`src/rtl/f_maxpool_pkg.sv`:
```
// f_maxpool_pkg: shared state encoding and float helpers for the max-pool sequencer.
package f_maxpool_pkg;
    typedef enum logic [1:0] {IDLE, ACCUM, DRAIN, DONE} state_t;
    localparam logic [31:0] CANON_NAN = 32'h7FC0_0000;
    // Quiet NaN for any layout: exponent all ones, mantissa MSB set.
    function automatic logic [63:0] canon_nan(input int dw, input int ew);
        return (((64'd1 << ew) - 64'd1) << (dw - 1 - ew)) | (64'd1 << (dw - 2 - ew));
    endfunction
    function automatic logic is_nan(input logic [63:0] x, input int dw, input int ew);
        logic [63:0] e_mask;
        logic [63:0] m_mask;
        m_mask = (64'd1 << (dw - 1 - ew)) - 64'd1;
        e_mask = ((64'd1 << ew) - 64'd1) << (dw - 1 - ew);
        return ((x & e_mask) == e_mask) && ((x & m_mask) != 64'd0);
    endfunction
endpackage

```
`src/rtl/f_maxpool_ctrl_max2.sv`:
```
// f_max2: combinational sign-magnitude float max; keeps i_a on ties.
// With F_MAXPOOL_NAN_PROP_EN it also flags a NaN on i_b.
module f_max2 #(
    parameter int DATA_W = 32,
    parameter int EXP_W  = 8
) (
    input  logic [DATA_W-1:0] i_a,
    input  logic [DATA_W-1:0] i_b,
`ifdef F_MAXPOOL_NAN_PROP_EN
    output logic              o_nan,
`endif
    output logic [DATA_W-1:0] o_y
);
`ifdef F_MAXPOOL_NAN_PROP_EN
    import f_maxpool_pkg::*;
`endif
    localparam int MAN_W = DATA_W - 1 - EXP_W;
    logic [EXP_W-1:0] w_ea, w_eb;
    logic [MAN_W-1:0] w_ma, w_mb;
    logic             w_b_gt, w_b_lt, w_b_wins;
    assign {w_ea, w_ma} = i_a[DATA_W-2:0];
    assign {w_eb, w_mb} = i_b[DATA_W-2:0];
    assign w_b_gt = (w_eb != w_ea) ? (w_eb > w_ea) : (w_mb > w_ma);
    assign w_b_lt = (w_eb != w_ea) ? (w_eb < w_ea) : (w_mb < w_ma);
    // Differing signs: b wins exactly when a is the negative one.
    assign w_b_wins = (i_a[DATA_W-1] != i_b[DATA_W-1]) ? i_a[DATA_W-1]
                    : (i_a[DATA_W-1] ? w_b_lt : w_b_gt);
    assign o_y = w_b_wins ? i_b : i_a;
`ifdef F_MAXPOOL_NAN_PROP_EN
    assign o_nan = is_nan(64'(i_b), DATA_W, EXP_W);
`endif
endmodule

```
`src/rtl/f_maxpool_ctrl.sv`:
```
// f_maxpool_ctrl: valid/ready max-pool window sequencer for float streams.
// Define F_MAXPOOL_NAN_PROP_EN to force any window containing a NaN to the canonical quiet NaN.
module f_maxpool_ctrl
    import f_maxpool_pkg::*;
#(
    parameter int DATA_W = 32,
    parameter int EXP_W  = 8,
    parameter int CNT_W  = 7,
    parameter int WIN_W  = 16
) (
    input  logic              clk,
    input  logic              rst,
    input  logic              run,
    input  logic              running,
    input  logic [CNT_W-1:0]  windowMinusOne,
    input  logic [WIN_W-1:0]  numWindows,
    input  logic              in_valid,
    output logic              in_ready,
    input  logic [DATA_W-1:0] in_data,
    output logic              out_valid,
    input  logic              out_ready,
    output logic [DATA_W-1:0] out_data,
    output logic              done
);
    state_t            r_state;
    logic [CNT_W-1:0]  r_wm1, r_elem_cnt;
    logic [WIN_W-1:0]  r_nwin, r_win_cnt;
    logic [DATA_W-1:0] r_acc, r_out_data;
    logic              r_out_valid, r_done;
    logic [DATA_W-1:0] w_max, w_next, w_result;
    logic              w_first, w_last, w_accept;
`ifdef F_MAXPOOL_NAN_PROP_EN
    logic              r_nan, w_in_nan, w_win_nan;
`endif
    assign w_first  = r_elem_cnt == '0;
    assign w_last   = r_elem_cnt == r_wm1;
    // A last element may only land once the output slot is free or emptying now.
    assign in_ready = (r_state == ACCUM) && running && !(w_last && r_out_valid && !out_ready);
    assign w_accept = in_valid && in_ready;
    f_max2 #(.DATA_W(DATA_W), .EXP_W(EXP_W)) u_max (
        .i_a   (r_acc),
        .i_b   (in_data),
`ifdef F_MAXPOOL_NAN_PROP_EN
        .o_nan (w_in_nan),
`endif
        .o_y   (w_max)
    );
    assign w_next = w_first ? in_data : w_max;
`ifdef F_MAXPOOL_NAN_PROP_EN
    assign w_win_nan = w_in_nan || (!w_first && r_nan);
    assign w_result  = w_win_nan ? DATA_W'(canon_nan(DATA_W, EXP_W)) : w_next;
`else
    assign w_result  = w_next;
`endif
    always_ff @(posedge clk or negedge rst) begin
        if (!rst) begin
            r_state     <= IDLE;
            r_wm1       <= '0;
            r_nwin      <= '0;
            r_elem_cnt  <= '0;
            r_win_cnt   <= '0;
            r_acc       <= '0;
            r_out_data  <= '0;
            r_out_valid <= 1'b0;
            r_done      <= 1'b0;
`ifdef F_MAXPOOL_NAN_PROP_EN
            r_nan       <= 1'b0;
`endif
        end else if (run) begin
            r_wm1       <= windowMinusOne;
            r_nwin      <= numWindows;
            r_elem_cnt  <= '0;
            r_win_cnt   <= '0;
            r_out_valid <= 1'b0;
            r_done      <= numWindows == '0;
            r_state     <= (numWindows == '0) ? DONE : ACCUM;
        end else begin
            if (r_out_valid && out_ready)
                r_out_valid <= 1'b0;
            if (w_accept) begin
                r_acc <= w_next;
`ifdef F_MAXPOOL_NAN_PROP_EN
                r_nan <= w_win_nan;
`endif
                if (w_last) begin
                    r_elem_cnt  <= '0;
                    r_win_cnt   <= r_win_cnt + WIN_W'(1);
                    r_out_data  <= w_result;
                    r_out_valid <= 1'b1;
                    if (r_win_cnt == r_nwin - WIN_W'(1))
                        r_state <= DRAIN;
                end else begin
                    r_elem_cnt <= r_elem_cnt + CNT_W'(1);
                end
            end
            if (r_state == DRAIN && (!r_out_valid || out_ready)) begin
                r_state <= DONE;
                r_done  <= 1'b1;
            end
        end
    end
    assign out_valid = r_out_valid;
    assign out_data  = r_out_data;
    assign done      = r_done;
endmodule

```
`config.mk`:
```
export PLATFORM = sky130hd
export DESIGN_NAME = f_maxpool_ctrl
export DESIGN_NICKNAME = d
export VERILOG_FILES = /design/src/rtl/f_maxpool_pkg.sv /design/src/rtl/f_maxpool_ctrl_max2.sv /design/src/rtl/f_maxpool_ctrl.sv
export SDC_FILE = /design/constraint.sdc
export NUM_CORES = 1
export LEC_CHECK = 0
export CAP_MARGIN = 20
export CORE_UTILIZATION = 55
export CTS_CLUSTER_SIZE = 16
export DETAILED_ROUTE_END_ITERATION = 10
export GPL_ROUTABILITY_DRIVEN = 0
export PLACE_DENSITY_LB_ADDON = 0.12
export SLEW_MARGIN = 20
export SYNTH_ARGS = -nofsm -noshare
export SYNTH_HDL_FRONTEND = slang
export SYNTH_SLANG_ARGS = --single-unit
```
`constraint.sdc`:
```
create_clock -name clk -period 3.5 [get_ports clk]
set_input_delay 0.525 -clock clk [delete_from_list [all_inputs] [get_ports clk]]
set_output_delay 0.525 -clock clk [all_outputs]
set_load 0.02 [all_outputs]
```
==> key figures <==
Synth
  – Largest area contributor in the synthesized netlist: dfrtp_1
  – Register area share after synthesis: 0.435
  – Synth Flop Type: dfrtp_1
  – Syn Inst Count: 682
  – Post-synth EDFFs: 0
  – Syn Nets: 779
  – Synth async-reset ratio: 1.00
  – Unique masters post-synth: 57
  – Synth cell count leaders: 114 x dfrtp_1, 57 x nor2_1, 54 x a21oi_1
  – Cell Area, Synth: 0.00656 mm2
  – Yosys warnings: 0
  – Top cells by area, synth: dfrtp_1 43%, mux2_2 8.4%, ha_1 6.9%, a21oi_1 4.1%, o21ai_0 4.0%
  – Synth top area share: 0.435
  – Synth Register Bits: 114
  – Count leader, synth: dfrtp_1
  – Avg Cell Area, Syn: 9.62 um2

Timing
  – Slew @ Worst Pin: 0.673 ns
  – Final min period: 3.13 ns
  – Setup Skew: 0.00723 ns
  – Number of setup violations in the final report: 0
  – Part of the cycle the worst path needs: 0.893
  – Fin. Hold Viols: 0
  – RSZ-0062 raised after global routing: false
  – Final Max Slew Viols: 0
  – Slew margin rel.: 0.551
  – FMAX: 0.320 GHz
  – Setup TNS: 0 ns
  – Hold WS: 0.134 ns

Setup path
  – Setup Crit Path Kind: in2reg
  – Crit path required time: 3.79 ns
  – Crit path max fanout: 31
  – Crit path DAT: 3.42 ns
  – Type of origin of the critical path: input pin
  – Setup crit end kind: register

Clock network
  – H-tree levels: 4
  – CTS Buf Count: 17
  – CTS Root Cell: clkbuf_16
  – Worst-case clock buffer depth: 2
  – Clk_lat worst skew: 0.42 ns
  – Post-CTS Resized: 0
  – Number of hold buffers added after CTS: 0
  – Clock Sinks: 114
  – Clk slew on worst S/H paths: 0.05 ns
  – Post-CTS setup buffers: 0
  – CTS tree: built

Run
  – # Max-Cap Violations: 0

Routing
  – Routed wl met2: 7.58 mm
  – DR top layer: met4
  – 1st-iter DRT viols: 401
  – WL final: 16.2 mm
  – Via density: 6.02
  – Remaining routing DRC violations: 6
  – DR vias: 5590
  – Average wire per standard cell: 17.4 um
  – Metal-1 WL: 7.36 mm
  – Antenna viol nets, final: 0
  – WL met3: 751 um
  – Pre-Repair DR Iteration Count: 7

Placed design
  – HPWL Detailed: 10.9 mm
  – Cell Area, Placed: 0.00767 mm2
  – Number of port buffers: 95

GRT
  – First-pass GRT wire length: 27.7 mm
  – Overflow after GRT: 0
  – GRT Resource Usage Total: 0.281
  – Largest net degree at the start of global routing: 67
  – Vias in the first global route: 5817
  – Initial antenna violation count: 0

Outcome
  – Status: finished, violations left
  – Violated checks: DRC

Die
  – Chip Width: 111 um
  – Core Box Area: 0.0115 mm2
  – Die height: 111 um
  – Ports: 96
  – # rows: 39
  – Die area: 0.0124 mm2
  – Initial Util: 0.570

Layout
  – Final core utilization: 0.714
  – Share of layout cells above drive strength 1: 0.127
  – Final #Nets: 870
  – Area grow syn2layout: 25.3%
  – Ant diodes: 0
  – Final Instance Area: 0.00822 mm2

Power
  – P per Cell Area: 509 mW/mm2
  – VDD IR max: 373 uV
  – Leakage power: 3.55 nW

Hold path
  – Hold crit path type: in2async
## cells by family (layout without fill, tap and decap cells)
| logic type | Yosys count | count (layout) | share of synthesized area |
|---|---|---|---|
| AO/OA/AOI/OAI | 175 | 175 | 0.157 |
| XOR/XNOR | 37 | 37 | 0.0494 |
| adder cells (fa/ha/maj) | 36 | 36 | 0.0686 |
| buffers and inverters | 79 | 183 | 0.0471 |
| flip-flops | 114 | 114 | 0.435 |
| multiplexers | 57 | 57 | 0.0990 |
| AND/OR/NAND/NOR | 184 | 184 | 0.144 |
## final cells by class
cell class                      instances  area (um2)
Inverter                               43         161
Fill cell                             859        3290
Tap cell                              143         179
Clock inverter                          5        50.0
Sequential cell                       114        2850
Clock buffer                           27         503
Multi-Input combinational cell        489        3400
Timing Repair Buffer                  108        1070
## sequential cells by signal (all words and copies together), names as in the netlist
| signal | cells |
|---|---|
| r_state | 2 |
| r_elem_cnt | 7 |
| r_nwin | 16 |
| out_data | 32 |
| r_wm1 | 7 |
| r_acc | 32 |
| done | 1 |
| out_valid | 1 |
| r_win_cnt | 16 |
## stage by stage
| step | total power, W | setup slack, ns | instances |
|---|---|---|---|
| final | 0.00419 | 0.373 | 929 |
| after global routing | 0.00439 | 0.187 | 929 |
| after CTS | 0.00420 | 0.390 | 929 |
| after detailed placement | 0.00257 | -0.0310 | 897 |
| after global placement | 0.00252 | 0.103 | 897 |
| after floorplan | 0.00222 | 0.665 | 682 |
## layout by cell type (no fill, tap or decap), types with 16 or more instances in the layout
master           netlist  layout
clkbuf_16              0      17
o21ai_0               52      52
mux2_2                49      49
inv_1                 43      43
dfrtp_1              114     114
a31oi_1               33      33
nand3_1               17      17
clkdlybuf4s50_1        0      94
nand4_1               18      18
xor2_1                16      16
xnor2_1               21      21
ha_1                  36      36
a21oi_1               54      53
nand2_1               31      31
nor2_1                57      57
## worst max-delay path, cell delays in order
cell             delay (ns)
clkdlybuf4s50_1        0.46
ha_1                   0.32
nand4_1                0.13
or4_1                  0.56
nor4_1                 0.41
a2111oi_2              0.13
mux2_2                 0.53
o21ai_0                0.26
a21oi_1                0.09
## worst paths after layout
path	slack [ns]	end	cells past startpoint	from
max	0.37	out_data[0]	9	in_data[22]
min	0.13	r_nwin[3]	1	rst
max reg2reg	0.55	out_data[0]	9	r_acc[20]
min reg2reg	0.53	r_acc[25]	1	r_acc[25]
max in group asynchronous	2.58	r_acc[16]	2	rst
min in group clk	0.53	r_acc[25]	1	r_acc[25]
## power breakdown
part           switching (W)  internal (W)  leakage [nW]  total (W)
Clock               0.000571       0.00104         0.275    0.00162
Sequential          0.000140       0.00148          1.46    0.00162
Combinational       0.000525      0.000430          1.82   0.000956
## metal layers
metal	up-vias	GRT usage
met5	-	0
met4	0	0.132
met3	44	0.0596
met2	177	0.439
met1	2725	0.375
li1	2644	-
Note: power is estimated with default switching activity, not from simulation.
